$ cat src/rtl/blink_sched.sv
// Blink period sequencer: countdown timer, LED toggle and boundary-aligned shift pulses.
// Optional level tracking and request saturation: define BLINK_LIMIT_EN.
module blink_sched #(
    parameter int PRESCALE = 4,
    parameter int CNT_W    = 8,
    parameter int MAX_LVL  = 3,
    parameter int INIT_LVL = 3
) (
    input  logic             clk,
    input  logic             rst,
    input  logic             enable,
    input  logic             req_faster,
    input  logic             req_slower,
    input  logic [CNT_W-1:0] load_val,
    output logic             shift_left,
    output logic             shift_right,
    output logic             tick,
    output logic             led,
    output logic             busy,
    output logic             at_limit,
    output logic [2:0]       dbg_state
);

    localparam int PW = (PRESCALE > 1) ? $clog2(PRESCALE) : 1;
    localparam logic [PW-1:0] PRESC_MAX = PW'(PRESCALE - 1);

    typedef enum logic [2:0] {
        S_IDLE   = 3'd0,
        S_LOAD   = 3'd1,
        S_COUNT  = 3'd2,
        S_SHIFT  = 3'd3,
        S_SETTLE = 3'd4
    } state_t;

    state_t           r_state;
    state_t           w_next;
    logic [CNT_W-1:0] r_cnt;
    logic [PW-1:0]    r_presc;
    logic             r_led;
    logic             r_pend_f;
    logic             r_pend_s;
    logic             r_dir_f;
    logic             r_req_f_q;
    logic             r_req_s_q;

    logic w_strobe;
    logic w_term;
    logic w_accept;
    logic w_rise_f;
    logic w_rise_s;
    logic w_drop_f;
    logic w_drop_s;
    logic w_set_f;
    logic w_set_s;
    logic w_clr_f;
    logic w_clr_s;

    assign w_strobe = (r_presc == PRESC_MAX);
    assign w_term   = (r_state == S_COUNT) && w_strobe && (r_cnt == '0);
    assign w_accept = enable && (r_state != S_IDLE);
    assign w_rise_f = req_faster & ~r_req_f_q;
    assign w_rise_s = req_slower & ~r_req_s_q;

`ifdef BLINK_LIMIT_EN
    localparam int LW = (MAX_LVL > 0) ? $clog2(MAX_LVL + 1) : 1;
    logic [LW-1:0] r_lvl;

    assign w_drop_f = (r_lvl == LW'(0));
    assign w_drop_s = (r_lvl == LW'(MAX_LVL));
    assign at_limit = w_accept && ((w_rise_f && w_drop_f) || (w_rise_s && w_drop_s));

    // Level mirrors the shifter: right = faster = lower index.
    always_ff @(posedge clk) begin
        if (rst) begin
            r_lvl <= LW'(INIT_LVL);
        end else if (shift_right && r_lvl != LW'(0)) begin
            r_lvl <= r_lvl - LW'(1);
        end else if (shift_left && r_lvl != LW'(MAX_LVL)) begin
            r_lvl <= r_lvl + LW'(1);
        end
    end
`else
    logic w_unused_cfg;
    assign w_unused_cfg = (MAX_LVL > INIT_LVL);
    assign w_drop_f     = 1'b0;
    assign w_drop_s     = 1'b0;
    assign at_limit     = 1'b0;
`endif

    assign w_set_f = w_accept && w_rise_f && !w_drop_f;
    assign w_set_s = w_accept && w_rise_s && !w_drop_s;
    // Opposing requests that meet at a boundary cancel each other.
    assign w_clr_f = ((r_state == S_SHIFT) && r_dir_f) || (w_term && r_pend_f && r_pend_s);
    assign w_clr_s = ((r_state == S_SHIFT) && !r_dir_f) || (w_term && r_pend_f && r_pend_s);

    always_comb begin
        w_next      = r_state;
        tick        = 1'b0;
        shift_left  = 1'b0;
        shift_right = 1'b0;
        if (!enable) begin
            w_next = S_IDLE;
        end else begin
            case (r_state)
                S_IDLE:   w_next = S_LOAD;
                S_LOAD:   w_next = S_COUNT;
                S_COUNT: begin
                    if (w_term) begin
                        tick   = 1'b1;
                        w_next = (r_pend_f ^ r_pend_s) ? S_SHIFT : S_LOAD;
                    end
                end
                S_SHIFT: begin
                    shift_right = r_dir_f;
                    shift_left  = !r_dir_f;
                    w_next      = S_SETTLE;
                end
                S_SETTLE: w_next = S_LOAD;
                default:  w_next = S_IDLE;
            endcase
        end
    end

    assign busy      = (r_state != S_IDLE);
    assign led       = r_led;
    assign dbg_state = r_state;

    always_ff @(posedge clk) begin
        if (rst) begin
            r_state   <= S_IDLE;
            r_cnt     <= '0;
            r_presc   <= '0;
            r_led     <= 1'b0;
            r_pend_f  <= 1'b0;
            r_pend_s  <= 1'b0;
            r_dir_f   <= 1'b0;
            r_req_f_q <= 1'b0;
            r_req_s_q <= 1'b0;
        end else begin
            r_state   <= w_next;
            r_req_f_q <= req_faster;
            r_req_s_q <= req_slower;
            if (r_state == S_LOAD) begin
                r_cnt   <= load_val;
                r_presc <= '0;
            end else if (r_state == S_COUNT) begin
                r_presc <= w_strobe ? '0 : r_presc + PW'(1);
                if (w_strobe && r_cnt != '0) begin
                    r_cnt <= r_cnt - CNT_W'(1);
                end
            end
            if (tick) begin
                r_led <= ~r_led;
            end
            if (w_term) begin
                r_dir_f <= r_pend_f;
            end
            // A fresh rise beats the clear of the bit being served.
            if (!w_accept) begin
                r_pend_f <= 1'b0;
                r_pend_s <= 1'b0;
            end else begin
                if (w_set_f)      r_pend_f <= 1'b1;
                else if (w_clr_f) r_pend_f <= 1'b0;
                if (w_set_s)      r_pend_s <= 1'b1;
                else if (w_clr_s) r_pend_s <= 1'b0;
            end
        end
    end

endmodule
$ cat config.mk
export PLATFORM = sky130hd
export DESIGN_NAME = blink_sched
export DESIGN_NICKNAME = d
export VERILOG_FILES = /design/src/rtl/blink_sched.sv
export SDC_FILE = /design/constraint.sdc
export NUM_CORES = 1
export LEC_CHECK = 0
export CORE_MARGIN = 10
export CORE_UTILIZATION = 50
export CTS_BUF_LIST = sky130_fd_sc_hd__clkbuf_16
export DETAILED_ROUTE_END_ITERATION = 6
export PLACE_DENSITY = 0.78
export RECOVER_POWER = 25
export SYNTH_ARGS = -nofsm -noshare
export SYNTH_HDL_FRONTEND = slang
export SYNTH_SLANG_ARGS = --single-unit
$ cat constraint.sdc
create_clock -name clk -period 2.4 [get_ports clk]
set_input_delay 0.24 -clock clk [delete_from_list [all_inputs] [get_ports clk]]
set_output_delay 0.24 -clock clk [all_outputs]
set_load 0.02 [all_outputs]
After elaboration in Yosys (flattened, before gate mapping) --
Cells that the tools add are included.
Storage, ports and cells: register bits after elaboration 19, bits of input ports 13, word-level logic and storage cells 69
Cells by class: add/subtract/negate cells 2, eq/ne operators 6, multiplexer cells 18, bitwise logic cells 8, reduce and logical (&&, ||, !) cells 26
Operators by type and width (number):
- $mux 8 | 3
- $pmux 3 s4 | 1
- $mux 1 | 11
- $logic_and 1x1->1 | 10
- $logic_not 8->1 | 1
- $reduce_bool 2->1 | 4
- $reduce_bool 8->1 | 1
- $reduce_or 2->1 | 4
- $sub 8x1->8 const B | 1
- $eq 3x2->1 const B | 2
- $not 1->1 | 5
- $mux 2 | 2
- $eq 3x1->1 const B | 1
- $eq 3x3->1 const B | 1
- $logic_not 3->1 | 1
- $mux 3 | 1
- $reduce_bool 3->1 | 1
- $add 2x1->2 const B | 1
- $and 1x1->1 | 2
- $eq 2x2->1 const B | 1
- $logic_or 1x1->1 | 2
- $ne 2x2->1 const B | 1
- $reduce_and 2->1 | 1
- $logic_not 1->1 | 1
- $xor 1x1->1 | 1

Longest topological paths before layout --
word-level depth 8, mapped depth 7, depth with buffers taken out 6

Least setup slack after synthesis --
OpenSTA, ideal clock, no wires.
path kind register to register, from register r_cnt[0], to register r_cnt[1], period minus slack after synthesis 1.677 ns, cell stages (with the launch flop) 8, path buffers 1, data arrival time 1.558 ns, path slack 0.723 ns, cell sequence dfxtp_1 inv_1 ha_1 or3b_1 clkbuf_1 o21ai_4 nor4_1 a211o_1
On the way: word-level cells in the longest chain between the ends 4
Ends and longest elaborated chain:
- start: declaration | RTL line 37 | logic [CNT_W-1:0] r_cnt;
- start signal: assignment | RTL line 144 | r_cnt <= load_val;
- start signal: assignment | RTL line 149 | r_cnt <= r_cnt - CNT_W'(1);
- $sub 8x1->8 or $reduce_bool 8->1 (tied branches) | RTL line 149, 148
- $mux 8 or $logic_and 1x1->1 (tied branches) | RTL line 148 | if (w_strobe && r_cnt != '0) begin
- $mux 8 or $reduce_bool 2->1 (tied branches)
- $mux 8 or $reduce_and 2->1 (tied branches)
Several ways; a longest one is shown, not always the timed one. The select of a mux whose other input is x is not followed. A chain may end at the register's enable or synchronous reset.

Worst setup path after layout --
from register r_cnt[0], to output port tick
On the way: word-level cells in the longest chain between the ends 5
Ends and longest elaborated chain:
- $logic_not 8->1 | RTL line 59 | assign w_term = (r_state == S_COUNT) && w_strobe && (r_cnt == '0);
- $logic_and 1x1->1 | RTL line 59
- $mux 1 | RTL line 108 | if (w_term) begin
- $mux 1 | RTL line 104 | case (r_state)
- $mux 1 | RTL line 101 | if (!enable) begin
- end: declaration | RTL line 17 | output logic tick,
No other way between the ends.

==> run_results.csv <==
group,metric,value,unit
clock_network,htreeDepth,1,
critical_path,cp_max_fo,5,
final_layout,drive_above_1_share,11.8,%
drt,drcViolationCount,0,
worst_hold_path,hold_path.class,"register to register",
final_layout,final_common_cell,"dfxtp_1",
power,power_frac_comb,15.5,%
critical_path,startpoint_type,"register",
yosys,synthesis.nets,141,
sta,final.min_clock_period,2230,ps
yosys,yosysSeqAreaShare,34.0,%
floorplan,dieArea,4530,um2
job,maxCapViolations,0,
critical_path,slowest_stage,"clkdlybuf4s50_1",
sta,finalHoldViolations,0,
critical_path,cpPeakStageDelay,600,ps
clock_network,cts_buffers,3,
placement,gp_congestion,0.853,
floorplan,die_w,67.3,um
final_layout,post-route-util,65.1,%
sta,min_period_over_period,93.1,%
final_layout,fillers,171,
final_layout,mostFrequentLayoutCells,"dfxtp_1, clkdlybuf4s50_1, nor2_1",
sta,finClkSkew,4.60,ps
power,p_seq_share,42.5,%
power,power.density,577,nW/um2
final_layout,final_nets,161,
placement,portBuffers,20,
global_routing,grt_pass1_wl,4.35,mm
yosys,synth_edf_count,0,
drt,antenna_left,0,
clock_network,cts_hold_buffers,0,
drt,wirelength,2.45,mm
global_routing,grt.total_usage,12.0,%
clock_network,clkTransAtPathRegs,60,ps
yosys,netlist_instances,125,
outcome,status,"finished, final reports clean",
global_routing,grt_antenna_before_repair,0,
floorplan,rows,17,
yosys,ys.flop_type,"dfxtp_1",
sta,final-max-slew-violation-count,0,
yosys,syn_area,1120,um2
power,leakagePower,0.524,nW
floorplan,ios,22,
critical_path,critPathKind,"register to primary output",
clock_network,postCtsSetupRepairBufs,0,
sta,finalSetupViolations,0,
critical_path,crit_chain,"inv_1 > ha_1 > nor3b_2 > nand4_1 > inv_1 > clkdlybuf4s50_1",
critical_path,crit_top_cell,"inv_1",
sta,fmax,448,MHz
clock_network,postCtsResizedCells,0,
yosys,async_flop_share,0,%
yosys,synth_warnings,0,
critical_path,cp-end-kind,"primary output",
placement,dp_hpwl,1.85,mm
critical_path,cp_top_family,"buffers and inverters",
drt,post_drt_wl_per_cell,14.2,um
floorplan,start_util,51.6,%
power,p_int,0.618,mW
power,power.switching,0.197,mW
clock_network,clk_path_buf_depth,2,
power,power.share.clock,42.0,%
critical_path,crit_arrival,1990,ps
clock_network,cts_tree,"done",
clock_network,clock-sinks,19,
power,swShare,24.2,%
power,fin_total_pwr,0.815,mW
clock_network,insertion_delay,250,ps
yosys,avgSynthCellArea,8.95,um2
global_routing,overflow,0,
drt,first_pass_iters,4,
drt,viasPerCell,5.55,
floorplan,coreArea,2170,um2
critical_path,worstPathRequired,2160,ps
power,ir_worst_vdd,0.000494,V
yosys,synth-seq-cells,19,
floorplan,die_h,67.3,um
drt,dr.first_iter.drc_count,54,
final_layout,area_delta_synth_final,26.2,%
global_routing,grt_max_degree,13,
critical_path,path_buf_inv,3,
drt,dr_total_vias,954,
global_routing,grt_pass1_vias,979,
clock_network,cts_root_buf,"clkbuf_16",
final_layout,diodes,0,
yosys,yosys.cell_types.count,45,
[Yosys cell counts (3+ instances only)]
library cell  instances  area share (%)
ha_1                  3             3.4
nand3b_1              5             3.4
a21oi_1               6             2.7
xor2_1                3             2.3
nor2_1               12             4.0
a211oi_1              3             2.0
nand4_1               4             2.2
nor3_1                4             1.8
nand3_1               4             1.8
nor3b_1               3             2.0
inv_1                 5             1.7
buf_2                 3             1.3
dfxtp_1              19              34
clkbuf_1              3             1.0
a31oi_1               4             2.2
nand2b_1              4             2.2
[layer usage]
| metal | global-route usage [%] | part of all wire [%] | vias up | wire length, um |
|---|---|---|---|---|
| met5 | 0 | 0 | - | 0 |
| met4 | 3.85 | 1.7 | 0 | 41 |
| met3 | 3.97 | 3.9 | 4 | 96 |
| met2 | 20.1 | 51 | 15 | 1250 |
| met1 | 14.2 | 43 | 441 | 1060 |
| li1 | - | - | 494 | - |
[logic make-up after synthesis]
family,Yosys count,synth area share (%)
simple gates,55,33.0
xor+xnor,5,3.92
mux,1,0.895
fa+ha+maj,3,3.36
other cells,1,0.335
flops,19,34.0
compound gates,26,17.4
buf+inv,15,7.05
[power groups by stage]
stage / Clock, mW / Sequential [mW] / Combinational [mW]
6_report: 0.342 / 0.346 / 0.127
5_1_grt: 0.367 / 0.348 / 0.141
4_1_cts: 0.349 / 0.345 / 0.127
3_5_place_dp: 0 / 0.352 / 0.126
3_3_place_gp: 0 / 0.351 / 0.124
2_1_floorplan: 0 / 0.348 / 0.0858
[worst min-delay path: stages, from the launching register on]
cell and delay, ps:
dfxtp_1 300, nand3b_1 100, a21oi_1 50
[sequential cells by signal, indices dropped and copies added (netlist names)]
name,count
r_presc,2
r_pend_s,1
led,1
dbg_state,3
r_pend_f,1
r_dir_f,1
r_req_s_q,1
r_cnt,8
r_req_f_q,1
[path summary, 6_finish.rpt]
| path | startpoint | to | slack (ps) | depth (start not counted) |
|---|---|---|---|---|
| worst min register to register | r_req_s_q | r_pend_s | 500 | 2 |
| worst min-delay path | r_req_s_q | r_pend_s | 500 | 2 |
| worst max-delay path | r_cnt[0] | tick | 170 | 6 |
| worst max register to register | r_cnt[0] | r_cnt[1] | 600 | 6 |
[layout make-up]
class | instances | area (um2) | share of cell area, %
clock buffer | 3 | 75.1 | 5.32
clock inverter | 1 | 7.51 | 0.532
inverter | 6 | 22.5 | 1.60
multi-input combinational | 91 | 664 | 47.1
sequential | 19 | 380 | 27.0
tap | 28 | 35.0 | 2.48
timing repair buffer | 24 | 226 | 16.0
[metrics by stage]
| stage | hold slack, ps | setup slack [ps] | setup TNS [ps] | area (um2) | cells |
|---|---|---|---|---|---|
| 2_1_floorplan | 368 | 723 | 0 | 1120 | 125 |
| 3_5_place_dp | 487 | 323 | 0 | 1330 | 168 |
| 4_1_cts | 496 | 0.223 | 0 | 1410 | 172 |
| 5_1_grt | 533 | -3.30 | -3.30 | 1410 | 172 |
| 6_report | 498 | 166 | 0 | 1410 | 172 |
| 3_3_place_gp | 484 | 384 | 0 | 1330 | 168 |
Note: power is estimated with default switching activity, not from simulation.
